--- config.mk ---
export PLATFORM = sky130hd
export DESIGN_NAME = alu_mul_sequencer
export DESIGN_NICKNAME = d
export VERILOG_FILES = /design/src/rtl/alu_mul_sequencer.sv
export SDC_FILE = /design/constraint.sdc
export NUM_CORES = 1
export LEC_CHECK = 0
export ABC_AREA = 0
export CORE_MARGIN = 10
export CORE_UTILIZATION = 52
export CTS_CLUSTER_SIZE = 20
export DETAILED_ROUTE_END_ITERATION = 10
export GPL_TIMING_DRIVEN = 0
export PLACE_DENSITY_LB_ADDON = 0.15
export SETUP_SLACK_MARGIN = 0.15
export SLEW_MARGIN = 30
export SYNTH_ARGS = -nofsm -noshare
export SYNTH_HDL_FRONTEND = slang
export SYNTH_SLANG_ARGS = --single-unit
--- constraint.sdc ---
create_clock -name clk -period 3.5 [get_ports clk]
set_input_delay 0.525 -clock clk [delete_from_list [all_inputs] [get_ports clk]]
set_output_delay 0.525 -clock clk [all_outputs]
set_load 0.05 [all_outputs]
--- src/rtl/alu_mul_sequencer.sv ---
// alu_mul_sequencer: multi-cycle RV32M MUL (low XLEN bits of a_in*b_in) that
// borrows the core's combinational ALU instead of owning an adder or shifter.
// Each busy cycle issues exactly one ALU op (ADD, SLL or SRL) and captures
// alu_res. The core muxes alu_a/alu_b/alu_op into its ALU while busy=1.
//
// Optional build macro: ALU_MUL_EARLY_EXIT_EN
//   undefined : always XLEN iterations, latency 2*XLEN + popcount(b) + 1
//   defined   : stops once the remaining multiplier is zero, b==0 finishes in 1
//
// Ports:
//   clk, rst         clock and synchronous active-high reset
//   start, a_in, b_in request and operands, sampled only in IDLE
//   busy, done       busy in ADD/SHL/SHR, done is a one-cycle pulse in DONE
//   result           product low bits, updated on leaving DONE
//   alu_a, alu_b, alu_op, alu_res  borrowed ALU operands/opcode and result

module alu_mul_sequencer #(
  parameter int          XLEN   = 32,
  parameter logic [3:0]  OP_ADD = 4'b0000,
  parameter logic [3:0]  OP_SLL = 4'b0001,
  parameter logic [3:0]  OP_SRL = 4'b0101
) (
  input  logic            clk,
  input  logic            rst,
  input  logic            start,
  input  logic [XLEN-1:0] a_in,
  input  logic [XLEN-1:0] b_in,
  output logic            busy,
  output logic            done,
  output logic [XLEN-1:0] result,
  output logic [XLEN-1:0] alu_a,
  output logic [XLEN-1:0] alu_b,
  output logic [3:0]      alu_op,
  input  logic [XLEN-1:0] alu_res
);

  typedef enum logic [2:0] {
    S_IDLE = 3'd0,
    S_ADD  = 3'd1,
    S_SHL  = 3'd2,
    S_SHR  = 3'd3,
    S_DONE = 3'd4
  } state_t;

  localparam logic [5:0] LAST_CNT = 6'(XLEN - 1);

  state_t          state;
  logic [XLEN-1:0] acc;
  logic [XLEN-1:0] mcand;
  logic [XLEN-1:0] mplier;
  logic [5:0]      cnt;

  // State, datapath registers and the registered busy/done flags all move
  // together so the flags always describe the state being entered.
  always_ff @(posedge clk) begin
    if (rst) begin
      state  <= S_IDLE;
      busy   <= 1'b0;
      done   <= 1'b0;
      result <= '0;
      acc    <= '0;
      mcand  <= '0;
      mplier <= '0;
      cnt    <= '0;
    end else begin
      case (state)
        S_IDLE: begin
          if (start) begin
            mcand  <= a_in;
            mplier <= b_in;
            acc    <= '0;
            cnt    <= '0;
`ifdef ALU_MUL_EARLY_EXIT_EN
            if (b_in == '0) begin
              // Nothing to add: acc is already the answer.
              state <= S_DONE;
              busy  <= 1'b0;
              done  <= 1'b1;
            end else begin
              state <= b_in[0] ? S_ADD : S_SHL;
              busy  <= 1'b1;
            end
`else
            state <= b_in[0] ? S_ADD : S_SHL;
            busy  <= 1'b1;
`endif
          end
        end

        S_ADD: begin
          acc   <= alu_res;
          state <= S_SHL;
        end

        S_SHL: begin
          mcand <= alu_res;
          state <= S_SHR;
        end

        S_SHR: begin
          mplier <= alu_res;
          cnt    <= cnt + 6'd1;
          // alu_res is the multiplier already shifted, so its bit 0 decides
          // whether the next iteration needs an ADD.
          if (cnt == LAST_CNT) begin
            state <= S_DONE;
            busy  <= 1'b0;
            done  <= 1'b1;
`ifdef ALU_MUL_EARLY_EXIT_EN
          end else if (alu_res == '0) begin
            state <= S_DONE;
            busy  <= 1'b0;
            done  <= 1'b1;
`endif
          end else begin
            state <= alu_res[0] ? S_ADD : S_SHL;
          end
        end

        S_DONE: begin
          result <= acc;
          done   <= 1'b0;
          state  <= S_IDLE;
        end

        default: begin
          state <= S_IDLE;
          busy  <= 1'b0;
          done  <= 1'b0;
        end
      endcase
    end
  end

  // Borrowed-ALU drive: idle/done cycles present a harmless 0+0 ADD so the
  // shared ALU never sees an undefined opcode.
  always_comb begin
    alu_a  = '0;
    alu_b  = '0;
    alu_op = OP_ADD;
    case (state)
      S_ADD: begin
        alu_a  = acc;
        alu_b  = mcand;
        alu_op = OP_ADD;
      end
      S_SHL: begin
        alu_a  = mcand;
        alu_b  = XLEN'(1);
        alu_op = OP_SLL;
      end
      S_SHR: begin
        alu_a  = mplier;
        alu_b  = XLEN'(1);
        alu_op = OP_SRL;
      end
      default: begin
        alu_a  = '0;
        alu_b  = '0;
        alu_op = OP_ADD;
      end
    endcase
  end

endmodule

After elaboration in Yosys (flattened, before gate mapping)
Index checks and enable logic that the tools add are counted.
{ "classes": {"bitwise_logic": 2, "eq_ne": 7, "n_reduce_logical": 12, "add_sub_neg": 1, "mux": 21} }
{ "op_table": {"columns": ["op", "n"], "rows": [
  ["32-bit case mux with 2 select lines", 4],
  ["32-bit two-way mux", 3],
  ["32-bit case mux with 3 select lines", 1],
  ["3-bit case mux with 4 select lines", 1],
  ["6-bit case mux with 2 select lines", 1],
  ["2-bit AND reduction", 4],
  ["6-bit by 1-bit adder with 6-bit output, second input constant", 1],
  ["3-bit by 2-bit equality test with 1-bit output, second input constant", 2],
  ["6-bit by 5-bit equality test with 1-bit output, second input constant", 1],
  ["3-bit two-way mux", 2],
  ["6-bit two-way mux", 1],
  ["3-bit case mux with 2 select lines", 1],
  ["2-bit nonzero test", 3],
  ["3-bit OR reduction", 2],
  ["2-bit two-way mux", 2],
  ["2-bit inequality test, second input constant", 2],
  ["3-bit by 1-bit equality test with 1-bit output, second input constant", 1],
  ["3-bit equality test, second input constant", 1],
  ["3-bit zero test", 1],
  ["1-bit two-way mux", 3],
  ["1-bit case mux with 3 select lines", 1],
  ["3-bit AND reduction", 1],
  ["1-bit NOT", 2],
  ["1-bit case mux with 2 select lines", 1],
  ["2-bit OR reduction", 1]
]} }
{ "word_totals": {"reg_bits": 139, "input_bits": 99} }

Logic depth before layout (Yosys ltp)
{ "depth": {"depth_word": 4, "ltp_mapped": 6} }

Least setup slack after synthesis
Ideal clock, no wire load.
{ "synth_timing": {"kind": "flip-flop to output port", "from": "register state[1]", "to": "output alu_a[0]", "n_path_buf": 3, "t_arrival_ns": 1.708, "t_required_ns": 2.975, "path_stages_with_launch": 7, "slack_ns": 1.267, "path_cell_list": "dfxtp_1 > buf_6 > nor2b_1 > clkbuf_1 > buf_2 > a22oi_1 > nor2_1"} }
{ "synth_via": {"elab_chain_len": 2, "word_cells_on_any_way": 4, "cone_classes": "eq/ne: 3; mux: 1"} }
{ "synth_lines": {"columns": ["element", "line", "rtl"], "rows": [
  ["from (decl)", "47", "state_t state;"],
  ["from (signal assigned)", "84", "state <= b_in[0] ? S_ADD : S_SHL;"],
  ["from (signal assigned)", "116", "state <= alu_res[0] ? S_ADD : S_SHL;"],
  ["3-bit by 2-bit equality test with 1-bit output / 3-bit by 1-bit equality test with 1-bit output (equally long branches)", "141", "case (state)"],
  ["32-bit case mux with 3 select lines *", "141", null],
  ["to (decl)", "31", "output logic [XLEN-1:0] alu_a,"]
]} }
Every way passes the cells marked *; elsewhere a longest branch is shown, timed or not.

Final worst setup path
{ "layout_timing": {"from": "register state[1]", "to": "output alu_b[13]"} }
{ "layout_via": {"elab_chain_len": 3, "word_cells_on_any_way": 5, "cone_classes": "eq/ne: 3; mux: 1; reduce/logical: 1"} }
{ "layout_lines": {"columns": ["element", "line", "rtl"], "rows": [
  ["3-bit by 2-bit equality test with 1-bit output", "141", null],
  ["2-bit OR reduction (no source line)", null, null],
  ["32-bit case mux with 2 select lines *", "141", null],
  ["to (decl)", "32", "output logic [XLEN-1:0] alu_b,"]
]} }
Marked as above.

==> flow_summary.json <==
{
  "grt_usage": 0.280,
  "place.gp.congestion": 0.946,
  "drt_first_pass_iters": 5,
  "cts_tree": "yes",
  "async_flop_share": 0,
  "wire_per_inst_um": 21.3,
  "setup_viol_count_final": 0,
  "layout-drive-gt1-share": 0.155,
  "rsz0062_at_grt": "no",
  "drt_first_iter_violations": 818,
  "hold_path_class": "flip-flop to flip-flop",
  "p_leak_nw": 4.06,
  "final_hold_viol_count": 0,
  "final_area_um2": 9840,
  "slowest_delay_ns": 0.81,
  "endpoint_kind": "output port",
  "finClkSkew_ns": 0.00556,
  "max_freq_mhz": 312,
  "timing.final.crit_share": 0.916,
  "ys_seq_elements": 139,
  "final_cell_mix": "clkdlybuf4s50_1, nand2_1, dfxtp_1",
  "postSynthAreaPerCell_um2": 8.28,
  "synth_largest_area_cell": "dfxtp_1",
  "final_common_cell": "clkdlybuf4s50_1",
  "htree_levels": 4,
  "drc_errors": 0,
  "die_h_um": 135,
  "synth_top_area_share": 0.406,
  "cp.arrival_ns": 2.68,
  "synth_top_flop_cell": "dfxtp_1",
  "place_ws_ns": 0.453,
  "cts-buffers-inserted": 17,
  "die-width_um": 135,
  "ys_types": 40,
  "detailed_place_hpwl_um": 18800,
  "yosys-top-cells-area": "dfxtp_1, nand2_1, a311oi_2",
  "dp_cells": 1198,
  "initial_core_util": 0.537,
  "drv_slew": 0,
  "clk_pin_slew_ns": 0.06,
  "min_period_ns": 3.21,
  "synthCells": 828,
  "ys_warn_count": 0,
  "area_growth_syn_to_layout_pct": 43.4,
  "cp_cell_sequence": "buf_6 > buf_6 > nor3b_4 > buf_4 > clkbuf_2 > and2_1 > clkdlybuf4s50_1",
  "clock_latency_ns": 0.42,
  "cts_root_buffer": "clkbuf_16",
  "cts_hold_buf": 0,
  "route.antenna.remaining_nets": 0,
  "max_slew_margin": 0.415,
  "power_density_nw_per_um2": 505,
  "place_area_um2": 9050,
  "core_um2": 12800,
  "routed_wirelength_um": 26300,
  "fin_nets": 1149,
  "fin_tns_setup_ns": 0,
  "row_count": 41,
  "path_class": "flip-flop to output port",
  "antenna_found_initial": 2,
  "dieArea_um2": 18200,
  "final_cells": 1236,
  "rrSetupSlack_ns": 1.80,
  "grt-ovfl-total": 0,
  "maxCapViolations": 0,
  "required_ns": 2.97,
  "ctsLongestPathBuffers": 2,
  "ys_seq_area_frac": 0.406,
  "layout_setup_ws_ns": 0.295,
  "critPathLaunchType": "flip-flop",
  "irDropWorstVdd_mv": 0.346,
  "status": "complete, no violations",
  "worst_pin_slew_ns": 0.877,
  "cts_sinks": 139,
  "io_buffers": 197,
  "grt_start_max_net_pins": 17,
  "via_count": 7381,
  "grt_pass1_wl_um": 40100,
  "utilization": 0.770,
  "critPathMostFrequentCell": "buf_6",
  "first_global_vias": 7206,
  "cp_max_fo": 10,
  "drt-vias-per-instance": 5.97,
  "pin_count": 201,
  "critical-path-slowest-cell": "clkdlybuf4s50_1",
  "synthesis.area_um2": 6860,
  "synth_edf_count": 0
}
-- final cells by class --
class                   count  area (um^2)
diodes                      2         5.00
plain buffers              86          547
clock buffers              22          474
clock inverters            10          211
fillers                   934         2940
inverters                   3         11.3
multi-input cells         601         3520
flip-flops and latches    139         2780
well taps                 172          215
repair buffers            201         2070
-- power by group --
group          total [mW]  internal [mW]  switching, mW
clock network        2.09           1.39          0.698
logic                1.09          0.443          0.644
registers            1.79           1.70         0.0863
-- registers in the layout, summed over array words and instances, names as in the netlist --
name / count
acc: 32
mplier: 32
mcand: 32
done: 1
result: 32
busy: 1
cnt: 6
state: 3
-- cell usage after synthesis (5+ instances only) --
cell type	count
buf_2	27
o22ai_1	31
nor3_1	63
nand2b_1	5
a311oi_2	32
and2_1	31
mux2_2	32
a22oi_1	33
buf_4	9
nor2_1	67
clkbuf_1	26
nand3_1	38
dfxtp_1	139
a21oi_1	70
buf_6	20
nand2_1	166
-- kinds of logic after synthesis --
logic type,share of synthesized area
simple gates,0.254
compound gates,0.205
flops,0.406
buf+inv,0.0810
mux,0.0525
fa+ha+maj,0.00182
other cells,0.000547
-- metrics by stage --
stage	total power [mW]	hold WS, ns
after CTS	4.95	0.458
final	4.97	0.454
after global routing	5.10	0.470
after floorplan	2.48	0.443
after global placement	2.86	0.442
after detailed placement	2.88	0.446
-- metal layers --
| layer | part of all wire | global-route usage | vias to the layer above |
|---|---|---|---|
| met4 | 0.033 | 0.130 | 0 |
| met5 | 0 | 0 | - |
| met1 | 0.38 | 0.336 | 3532 |
| li1 | - | - | 3361 |
| met3 | 0.10 | 0.0835 | 60 |
| met2 | 0.48 | 0.450 | 428 |
-- critical path: cells and delay by family, from the launching register on --
family / cells / cell delay, ns
buffers and inverters: 5 / 1.54
AND/OR/NAND/NOR: 2 / 0.38
flip-flops: 1 / 0.34
-- final timing paths --
check,from,endpoint,depth (start not counted)
hold / removal,result[21],result[21],2
setup reg to reg,state[2],mplier[10],6
hold reg to reg,result[21],result[21],2
setup / recovery,state[1],alu_b[13],7
-- timing repair --
item	4_1_cts	5_1_grt
gates cloned	0	0
setup buffers	4	0
setup endpoints to repair	37	28
pin swaps	1	0
resized for setup	4	29
Power figures use the tool's default switching activity.
==> RTL edit 1: new RTL, same flow settings <==
Register the output `alu_a`; this adds one clock of latency there. The other outputs are not delayed to match.
--- a/src/rtl/alu_mul_sequencer.sv
+++ b/src/rtl/alu_mul_sequencer.sv
@@ -45,2 +45,4 @@
   localparam logic [5:0] LAST_CNT = 6'(XLEN - 1);
+
+  logic [XLEN-1:0] alu_a_d;
 
@@ -137,3 +139,3 @@
   always_comb begin
-    alu_a  = '0;
+    alu_a_d = '0;
     alu_b  = '0;
@@ -142,3 +144,3 @@
       S_ADD: begin
-        alu_a  = acc;
+        alu_a_d = acc;
         alu_b  = mcand;
@@ -147,3 +149,3 @@
       S_SHL: begin
-        alu_a  = mcand;
+        alu_a_d = mcand;
         alu_b  = XLEN'(1);
@@ -152,3 +154,3 @@
       S_SHR: begin
-        alu_a  = mplier;
+        alu_a_d = mplier;
         alu_b  = XLEN'(1);
@@ -157,3 +159,3 @@
       default: begin
-        alu_a  = '0;
+        alu_a_d = '0;
         alu_b  = '0;
@@ -164,2 +166,6 @@
 
+  always_ff @(posedge clk) begin
+    alu_a <= alu_a_d;
+  end
+
 endmodule
Check against the original RTL: not equivalent (a bounded check fails within 4 cycles, from zero or initial values and one cycle with rst high).
==> RTL edit 1 against the unedited design <==
- synthesized area up 7.0%
- sequential cell count up 32
- final area up 2.8%
- clock power down 14%
- total power up 1.1%
- count of clock-buffer cells in the layout down 1
- setup slack worse by 0.016 ns
- non-clock buffer count down 13
- wire length down 3.3%
- clock skew about the same
- critical path depth down 1
- synthesized cell count up 3.3%
- global-route usage down 2.5 points
- critical path type unchanged
- largest power group is now registers
- highest routed layer unchanged
==> RTL edit 1: results (changes against the unedited design) <==
met1 WL=10300 um (+2.1%); slowest cell on the critical path=dlygate4sd2_1; CP endpoint=alu_b[21]; gp weighted congestion=0.914 (-3.4%); number of global-route vias before repair=6970 (-3.3%); first-pass GRT wire length=39700 um (-0.98%); HPWL after DPL=18700 um (-0.94%); # DRC=0 (unchanged); worst hold endpoint=result[19]$_SDFFE_PP0N_; total number of H-tree levels=4 (unchanged); status=finished, final reports clean; hold slack=0.452 ns (-0.00136 ns); DRT iter0 DRCs=906 (+11%); met3 Resource Use GR=7.36% (-0.98 points); Final Skew=0.00581 ns (+0.000256 ns); Vias/cell=5.67 (-5.1%); met1 Track Usage GR=32.4% (-1.2 points); mux share of post-synthesis cell area=4.37% (-0.89 points); Placement Cell Area=0.00954 mm^2 (+5.4%); overall global routing resource usage=25.4% (-2.5 points); pre-CTS worst setup slack=0.386 ns (-0.0670 ns); Post-Synth XOR/XNOR Area=0% (unchanged); routed wl met3=2800 um (+5.5%); r2r worst-path depth=5 (-1); Post-Synth Adder-Cell Area=0.171% (-0.012 points); Post-synth top cells=nor2_1, dfxtp_1, nand2_1; CTS Root Cell=clkbuf_16; Gate Count Post-Synth=855 (+3.3%); slew margin rel.=46.9% (+5.4 points); Area contributors post-synth=dfxtp_1, nor2_1, nand2_1, o22ai_2, mux2i_1; CP Launch Point=state[0]$_SDFFE_PP0P_; DR WL met2=11600 um (-9.0%); Worst path max stage delay=0.55 ns (-0.26 ns); reg-to-reg slack, setup=1.36 ns (-0.44 ns); Final #Nets=1172 (+2.0%); drt first pass iters=6 (+1); average wire per standard cell=20.1 um (-5.6%); Routed Wire Length=25500 um (-3.3%); reg-to-reg endpoint=alu_a[18]$_DFF_P_; Synth Area in Compound Gates=18.8% (-1.7 points); Arr. time, crit path=2.70 ns (+0.02 ns); Setup Buffers After CTS=0 (-4)
==> RTL edit 1: cell count changes after synthesis, sizes merged, moves of 9 or more <==
cell	unedited run	this run
nand3	38	4
nor3	63	31
clkbuf	29	38
nor2	67	176
mux2i	0	32
a21oi	71	51
nand2	166	137
mux2	32	0
a31oi	1	22
buf	57	39
dfxtp	139	171
==> RTL edit 1: repair_timing <==
| item | CTS | global route |
|---|---|---|
| pin swaps | 0 | 0 |
| gates cloned | 0 | 0 |
| gates resized for setup | 24 | 10 |
| setup endpoints to repair | 30 | 10 |
==> RTL edit 1: cell type report <==
cell class,instances,area [um^2]
inverter,2,7.51
sequential,171,3420
antenna,2,5.00
timing repair buffer,197,1970
tap,180,225
multi-input combinational,606,3530
buffer,77,387
clock inverter,11,87.6
fill,1054,3720
clock buffer,21,480
==> RTL edit 1: report_power, final <==
group          internal, mW  total, mW  switching, mW  leakage (nW)
Sequential             2.09       2.18         0.0912          1.40
Clock                 0.990       1.79          0.804         0.268
Combinational         0.399       1.05          0.650          2.32
==> RTL edit 2: new RTL, config.mk and constraints unchanged <==
Made on the original files. The option `ALU_MUL_EARLY_EXIT_EN` is turned on by a define.
--- a/src/rtl/alu_mul_sequencer.sv
+++ b/src/rtl/alu_mul_sequencer.sv
@@ -15,2 +15,4 @@
 //   alu_a, alu_b, alu_op, alu_res  borrowed ALU operands/opcode and result
+
+`define ALU_MUL_EARLY_EXIT_EN
 
Formal check against the unedited RTL: not equivalent (Yosys sat finds a counterexample within 4 cycles, from zero or initial values and one cycle with rst high).
==> RTL edit 2 against the unedited design <==
- global-route usage fell by 0.21 points
- worst hold slack got worse by 0.0034 ns
- register-to-register slack got worse by 0.32 ns
- wire length fell by 0.93%
- critical path depth fell by 3
- clock power fell by 11%
- final area fell by 1.9%
- synthesized area rose by 0.33%
- setup slack got worse by 0.20 ns
- die area rose by 0.28%
- maximum frequency fell by 5.8%
- sequential cell count did not move
- total power rose by 19%
- critical path type unchanged
- highest routed layer is now met5
==> RTL edit 2: results (changes against the unedited design) <==
average wire per standard cell=20.8 um (-2.4%); filler-free cell count of the finished design=1254 (+1.5%); Placement Cell Area=0.00908 mm^2 (+0.36%); fill count=958 (+2.6%); Non-clock buffering overhead=24.0% (-2.5 points); Synth Area in Compound Gates=13.3% (-7.2 points); met1 Track Usage GR=33.7% (+0.18 points); HPWL after DPL=19100 um (+1.2%); met3 Resource Use GR=9.20% (+0.85 points); fraction of layout cells with a size suffix above 1=13.7% (-1.9 points); Area contributors post-synth=dfxtp_1, nor2_1, nand2_1, mux2_2, nor4_2; leakage=4.14 nW (+1.9%); Arr. time, crit path=2.88 ns (+0.20 ns); Final Util=75.5% (-1.5 points); I/O Buffers=198 (+0.51%); Global Route met2 Usage=44.5% (-0.49 points); slew margin rel.=46.4% (+4.9 points); number of global-route vias before repair=7323 (+1.6%); syn avg cell area=8.12 um^2 (-1.9%); Post-Synth Adder-Cell Area=0.182% (-0.00060 points); mux share of post-synthesis cell area=10.4% (+5.1 points); Post-synth top cells=nor2_1, dfxtp_1, nand2_1; #MultiIn Comb=632 (+5.2%); routed vias=7425 (+0.60%); first-pass GRT wire length=39800 um (-0.71%); sequential cell area share=28.8% (+0.56 points); gp weighted congestion=0.932 (-1.5%); status=finished, final reports clean; sequential area share after synthesis=40.4% (-0.13 points); Multi-input gate area=0.00372 mm^2 (+5.7%); clk cell area share=6.20% (-0.77 points); initial antenna violation count=0 (-2)
RTL edit 2: changes by cell type in the layout (fill, tap and decap cells not counted), sizes merged, moves of 4 or more:
cell           before  now
a211oi              0   32
nor2               67  169
buf                61   42
clkbuf             51   83
mux2i               0   32
nand2             166  111
nor4                0   49
dlymetal6s2s       27   21
nand2b              5    1
clkdlybuf4s50     167  137
dlygate4sd2         3   16
o22ai              31    0
a311oi             35    1
nor3               63    3
RTL edit 2: worst paths after layout:
check | slack, ns | from | end | cells past startpoint
max | 0.1 | state[2]$_SDFFE_PP0P_ | alu_b[0] | 4
min | 0.45 | done$_SDFFE_PP0P_ | done$_SDFFE_PP0P_ | 2
max reg2reg | 1.48 | state[2]$_SDFFE_PP0P_ | result[27]$_SDFFE_PP0P_ | 5
min reg2reg | 0.45 | done$_SDFFE_PP0P_ | done$_SDFFE_PP0P_ | 2
RTL edit 2: per-layer routing:
layer,share of wire [%],vias up
li1,-,3384
met1,39,3530
met2,47,435
met3,11,74
met4,2.8,2
met5,0.24,-
RTL edit 2: worst max-delay path, cell delays in order, from the launching register on:
cell,delay (ns)
dfxtp_1,0.45
clkbuf_1,0.46
clkbuf_1,0.67
nor2_1,0.12
clkdlybuf4s50_1,0.74
RTL edit 2: power by group through the flow:
stage	Combinational (mW)	Sequential [mW]	Clock [mW]
2_1_floorplan	1.38	1.98	0
3_3_place_gp	2.04	2.01	0
3_5_place_dp	2.06	2.02	0
4_1_cts	2.05	1.99	1.84
5_1_grt	2.20	2.02	1.91
6_report	2.07	2.00	1.85
RTL edit 2: timing repair:
action                                  CTS  global route
pin swaps                                 0             0
gates resized for setup                  41            67
setup buffers                             4             0
endpoints found under the setup margin   61            46
